## src/rtl/boot_pkg.sv

```systemverilog
// Shared state encoding and default timing for the chipset boot sequencer.
package boot_pkg;

  typedef enum logic [2:0] {
    OFF,
    HOLD,
    COPY_RD,
    COPY_WR,
    RUN
  } boot_state_t;

  localparam int DEFAULT_ADDR_WIDTH        = 16;
  localparam int DEFAULT_DATA_WIDTH        = 8;
  localparam int DEFAULT_ROM_WORDS         = 256;
  localparam int DEFAULT_DEBOUNCE_CYCLES   = 4;
  localparam int DEFAULT_RESET_HOLD_CYCLES = 8;

  // Width of a counter that must reach n-1; never narrower than one bit.
  function automatic int cnt_width(input int n);
    return (n > 1) ? $clog2(n) : 1;
  endfunction

endpackage

```

## src/rtl/boot_sequencer_debouncer.sv

```systemverilog
// Two-flop synchronizer and debounce counter for the raw reset button.
module button_debouncer
  import boot_pkg::*;
#(
  parameter int DEBOUNCE_CYCLES = DEFAULT_DEBOUNCE_CYCLES
) (
  input  logic clk,
  input  logic reset,
  input  logic button_raw,
  output logic press_level
);

  localparam int CW = cnt_width(DEBOUNCE_CYCLES);
  localparam logic [CW-1:0] CNT_LAST = CW'(DEBOUNCE_CYCLES - 1);

  logic          sync_q1;
  logic          sync_q2;
  logic [CW-1:0] cnt;

  // The counter saturates one short of the target; the current high sample completes the run.
  always_ff @(posedge clk) begin
    if (reset) begin
      sync_q1 <= 1'b0;
      sync_q2 <= 1'b0;
      cnt     <= '0;
    end else begin
      sync_q1 <= button_raw;
      sync_q2 <= sync_q1;
      if (!sync_q2) begin
        cnt <= '0;
      end else if (cnt != CNT_LAST) begin
        cnt <= cnt + 1'b1;
      end
    end
  end

  assign press_level = sync_q2 && (cnt == CNT_LAST);

endmodule

```

## src/rtl/boot_sequencer.sv

```systemverilog
// Power-up / reset-button sequencer: holds the CPU in reset, copies ROM into RAM, then runs from RAM.
module boot_sequencer
  import boot_pkg::*;
#(
  parameter int ADDR_WIDTH        = DEFAULT_ADDR_WIDTH,
  parameter int DATA_WIDTH        = DEFAULT_DATA_WIDTH,
  parameter int ROM_WORDS         = DEFAULT_ROM_WORDS,
  parameter int DEBOUNCE_CYCLES   = DEFAULT_DEBOUNCE_CYCLES,
  parameter int RESET_HOLD_CYCLES = DEFAULT_RESET_HOLD_CYCLES
) (
  input  logic                  clk,
  input  logic                  reset,
  input  logic                  reset_button,
  output logic [ADDR_WIDTH-1:0] rom_addr,
  input  logic [DATA_WIDTH-1:0] rom_data,
  output logic [ADDR_WIDTH-1:0] ram_addr,
  output logic [DATA_WIDTH-1:0] ram_wdata,
  output logic                  ram_we,
  output logic                  cpu_reset,
  output logic                  is_powered_on,
  output logic                  flag_execute_from_ram,
  output logic                  boot_done
);

  localparam int HW = cnt_width(RESET_HOLD_CYCLES);
  localparam logic [HW-1:0]       HOLD_LAST = HW'(RESET_HOLD_CYCLES - 1);
  localparam logic [ADDR_WIDTH:0] IDX_LAST  = (ADDR_WIDTH + 1)'(ROM_WORDS - 1);

  boot_state_t           state;
  logic [HW-1:0]         hold_cnt;
  logic [ADDR_WIDTH:0]   copy_idx;
  logic [ADDR_WIDTH:0]   next_idx;
  logic                  last_word;
  logic                  press_level;

  button_debouncer #(
    .DEBOUNCE_CYCLES(DEBOUNCE_CYCLES)
  ) u_debouncer (
    .clk        (clk),
    .reset      (reset),
    .button_raw (reset_button),
    .press_level(press_level)
  );

  assign next_idx  = copy_idx + 1'b1;
  assign last_word = (copy_idx == IDX_LAST);

  // ROM data for word i arrives during COPY_WR, so the write lands in the cycle after it.
  always_ff @(posedge clk) begin
    if (reset) begin
      state                 <= OFF;
      hold_cnt              <= '0;
      copy_idx              <= '0;
      rom_addr              <= '0;
      ram_addr              <= '0;
      ram_wdata             <= '0;
      ram_we                <= 1'b0;
      cpu_reset             <= 1'b1;
      is_powered_on         <= 1'b0;
      flag_execute_from_ram <= 1'b0;
      boot_done             <= 1'b0;
    end else begin
      ram_we    <= 1'b0;
      boot_done <= 1'b0;
      case (state)
        OFF: begin
          state         <= HOLD;
          is_powered_on <= 1'b1;
          hold_cnt      <= '0;
        end
        HOLD: begin
          if (hold_cnt == HOLD_LAST) begin
            state    <= COPY_RD;
            hold_cnt <= '0;
            copy_idx <= '0;
            rom_addr <= '0;
          end else begin
            hold_cnt <= hold_cnt + 1'b1;
          end
        end
        COPY_RD: begin
          state <= COPY_WR;
        end
        COPY_WR: begin
          ram_addr  <= copy_idx[ADDR_WIDTH-1:0];
          ram_wdata <= rom_data;
          ram_we    <= 1'b1;
          if (last_word) begin
            state                 <= RUN;
            cpu_reset             <= 1'b0;
            flag_execute_from_ram <= 1'b1;
            boot_done             <= 1'b1;
          end else begin
            copy_idx <= next_idx;
            rom_addr <= next_idx[ADDR_WIDTH-1:0];
            state    <= COPY_RD;
          end
        end
        RUN: begin
        end
        default: begin
          state <= OFF;
        end
      endcase

      // A recognized press restarts the whole boot; only the final word's write is allowed to complete.
      if (press_level && (state != OFF)) begin
        state                 <= HOLD;
        hold_cnt              <= '0;
        copy_idx              <= '0;
        rom_addr              <= '0;
        cpu_reset             <= 1'b1;
        flag_execute_from_ram <= 1'b0;
        boot_done             <= 1'b0;
        if (!((state == COPY_WR) && last_word)) begin
          ram_we <= 1'b0;
        end
      end
    end
  end

endmodule

```

## config.mk

```make
export PLATFORM = sky130hd
export DESIGN_NAME = boot_sequencer
export DESIGN_NICKNAME = d
export VERILOG_FILES = /design/src/rtl/boot_pkg.sv /design/src/rtl/boot_sequencer_debouncer.sv /design/src/rtl/boot_sequencer.sv
export SDC_FILE = /design/constraint.sdc
export NUM_CORES = 1
export LEC_CHECK = 0
export ABC_CLOCK_PERIOD_IN_PS = 2610
export BUFFER_PORTS_ARGS = -buffer_cell sky130_fd_sc_hd__buf_2
export CORE_MARGIN = 8
export CORE_UTILIZATION = 49
export DETAILED_ROUTE_END_ITERATION = 12
export GPL_TIMING_DRIVEN = 0
export HOLD_SLACK_MARGIN = 0.1
export PLACE_DENSITY = 0.75
export RECOVER_POWER = 100
export SKIP_CTS_REPAIR_TIMING = 1
export SLEW_MARGIN = 25
export SYNTH_ARGS = -nofsm -noshare
export SYNTH_HDL_FRONTEND = slang
export SYNTH_HIERARCHICAL = 1
export SYNTH_SLANG_ARGS = --single-unit
```

## constraint.sdc

```tcl
create_clock -name clk -period 2.61 [get_ports clk]
set_input_delay 0.522 -clock clk [delete_from_list [all_inputs] [get_ports clk]]
set_output_delay 0.522 -clock clk [all_outputs]
set_load 0.01 [all_outputs]
```

==> reports/metrics.yaml <==
clock_tree:
  clk_pin_slew_worst_paths_ns: 0.09
  clock_latency_ns: 0.31
  cts_root_buffer: "clkbuf_8"
  cts_tree: "yes"
  ctsHtreeMaxLevel: 2
  clk_path_buf_depth: 2
  cts_sinks: 56
  cts_made_buffers: 5
drt:
  wl_met3_um: 454
  dr.pass1.iters: 4
  totalWireLength_mm: 5.667
  drt_iter0_markers: 143
  wl_per_cell_um: 14.10
  drtAntennaViolNets: 0
  m1WireLength_mm: 2.419
  dr_wl_met2_mm: 2.646
  drc: 0
  top_layer: "met4"
  via_per_inst: 5.343
  dr_total_vias: 2148
finish:
  fin_cells: 402
  n_antenna_cell: 0
  final_common_cell: "nand2_1"
  multi_input_area_um2: 1040
  final_cell_mix: "59 x nand2_1, 56 x dfxtp_1, 41 x a21oi_1, 40 x clkbuf_1, 26 x buf_2"
  num-nets-final: 362
  fillers: 462
  syn_to_final_growth_pct: 16.54
  regArea_um2: 1121
  drive_above_1_share: 0.1667
power_and_ir_drop:
  peakVddDrop_uv: 331.5
  p_per_area_nw_per_um2: 502.2
  p_leak_nw: 1.053
sta:
  slew_headroom: 0.5758
  layout_min_cycle_time_ns: 2.356
  fin_setup_tns_ns: 0
  finalClockSkew_ns: 0.004189
  hold_viol_final: 0
  slew_viol_final: 0
  fmax_ghz: 0.4245
  worstMarginPinSlew_ns: 0.6340
  setup_violations: 0
  layout_setup_ws_ns: 0.2544
  fin_crit_sh: 0.9025
  rsz0062_at_grt: "no"
synth:
  synth.avg_cell_area_um2: 8.333
  synth_edf_count: 0
  syn_inst: 285
  synth_area_um2: 2375
  synth_area_leaders: "dfxtp_1 47%, nand2_1 9.3%, a21oi_1 8.6%"
  ys_types: 39
  yosysSeqAreaShare: 0.4721
  syn_nets: 300
  ys_async_sr_fraction: 0
  ys_seq_elements: 56
  yosys_warnings: 6
  yosys.area.top_type: "dfxtp_1"
  synth_ff_type: "dfxtp_1"
  synth.top_cell.area_share: 0.4721
global_routing:
  grt_max_degree: 17
  overflow: 0
  grt_pass1_wl_mm: 9.680
  antenna_found_initial: 0
  grt.total_usage: 0.1615
  first_global_vias: 2047
setup_path:
  critPathCaptureType: "flop"
  path_class: "reg2reg"
  cp.arrival_ns: 2.57
  critPathLaunchType: "flop"
  worstPathMaxFanout: 10
  cp_cell_sequence: "ha_1 > nor4bb_1 > nand4_1 > a21oi_1 > clkbuf_2 > buf_6 > nor3_1 > o21a_1"
  cp_top_family: "simple AND/OR/NAND/NOR gates"
  crit_required_ns: 2.83
  path_buf_inv: 2
  crit_path_max_incr_delay_ns: 0.42
  critical-path-slowest-cell: "dfxtp_1"
floorplanning:
  floorplan.initialDensity: 0.5061
  core.rowCount: 25
  die_width_um: 85.62
  die_height_um: 85.62
  io-pin-count: 56
  core-area_um2: 4692
  dieArea_um2: 7330
placed_design:
  place_congestion: 0.8724
  dp_cells: 394
  pre_cts_slack_ns: 0.3112
  portBuffers: 55
  dp.final_hpwl_mm: 4.088
status:
  status: "complete, no violations"
job:
  maxCapViolations: 0
min_path:
  hold_path_class: "in2reg"
[where the power goes]
group	internal [W]	switching, W	total (W)
registers	0.000859	0.00000263	0.000862
clock network	0.000213	0.000278	0.000490
logic	0.0000136	0.0000242	0.0000379
total	0.00109	0.000305	0.00139
[sequential cells by signal (all words and copies together) (netlist names)]
register,count
boot_done,1
hold_cnt,3
is_powered_on,1
ram_wdata,8
u_debouncer/sync_q1,1
state,3
u_debouncer/cnt,2
cpu_reset,1
u_debouncer/sync_q2,1
ram_we,1
copy_idx,2
flag_execute_from_ram,1
ram_addr,16
rom_addr,15
[per-stage QoR]
stage	util	hold slack (ns)	total power (W)	instance area [µm²]
2_1_floorplan	-	0.4138	0.0009028	2375
3_3_place_gp	0.5792	0.4232	0.0009193	2718
3_5_place_dp	0.5792	0.4401	0.0009202	2718
4_1_cts	0.5989	0.3969	0.001402	2810
5_1_grt	0.5899	0.4318	0.001438	2768
6_report	0.5899	0.4243	0.001390	2768
[layout make-up]
| type | count | share of cell area |
|---|---|---|
| Clock buffer | 6 | 0.02984 |
| Tap cell | 54 | 0.02441 |
| Clock inverter | 2 | 0.003617 |
| Timing Repair Buffer | 55 | 0.08590 |
| Inverter | 5 | 0.006781 |
| Sequential cell | 56 | 0.4051 |
| Buffer | 30 | 0.06872 |
| Multi-Input combinational cell | 194 | 0.3757 |
[Yosys cell counts (2+ instances only)]
| cell type | count |
|---|---|
| or2_2 | 4 |
| clkbuf_1 | 9 |
| a21oi_1 | 41 |
| o211ai_1 | 5 |
| xor2_1 | 5 |
| nor4_1 | 2 |
| buf_6 | 2 |
| o21ai_0 | 4 |
| ha_1 | 4 |
| a21o_1 | 2 |
| or3_1 | 5 |
| or4_1 | 5 |
| nand2_1 | 59 |
| inv_1 | 5 |
| and3_1 | 3 |
| nand3b_1 | 2 |
| buf_2 | 3 |
| o31ai_1 | 3 |
| nand4_1 | 4 |
| buf_4 | 16 |
| nand3_1 | 8 |
| nor4b_1 | 2 |
| nor2_1 | 17 |
| nor2b_1 | 3 |
| dfxtp_1 | 56 |
| nor3_1 | 2 |
| o21a_1 | 2 |
[cells by family after synthesis]
kind of cell               after synthesis  synth area share
and+or+nand+nor                        122            0.2450
AOI/OAI and AO/OA                       61            0.1470
DFF                                     56            0.4721
buffers and inverters                   35           0.08851
xor gates and xnor gates                 6           0.02213
adders and majority gates                4           0.02108
muxes                                    1          0.004215
[worst paths after layout]
check	from	endpoint	slack, ns	cells past startpoint
worst max-delay path	rom_addr[0]	copy_idx[15]	0.25	8
worst min-delay path	reset_button	u_debouncer/sync_q1	0.42	2
worst max register to register	rom_addr[0]	copy_idx[15]	0.25	8
worst min register to register	u_debouncer/sync_q1	u_debouncer/sync_q2	0.45	1
[routing by layer]
layer  vias to the layer above  GRT usage
li1                       1082          -
met1                       982     0.1938
met2                        69     0.2602
met3                        15    0.05444
met4                         0    0.06051
met5                         -          0
Power figures use the tool's default switching activity.
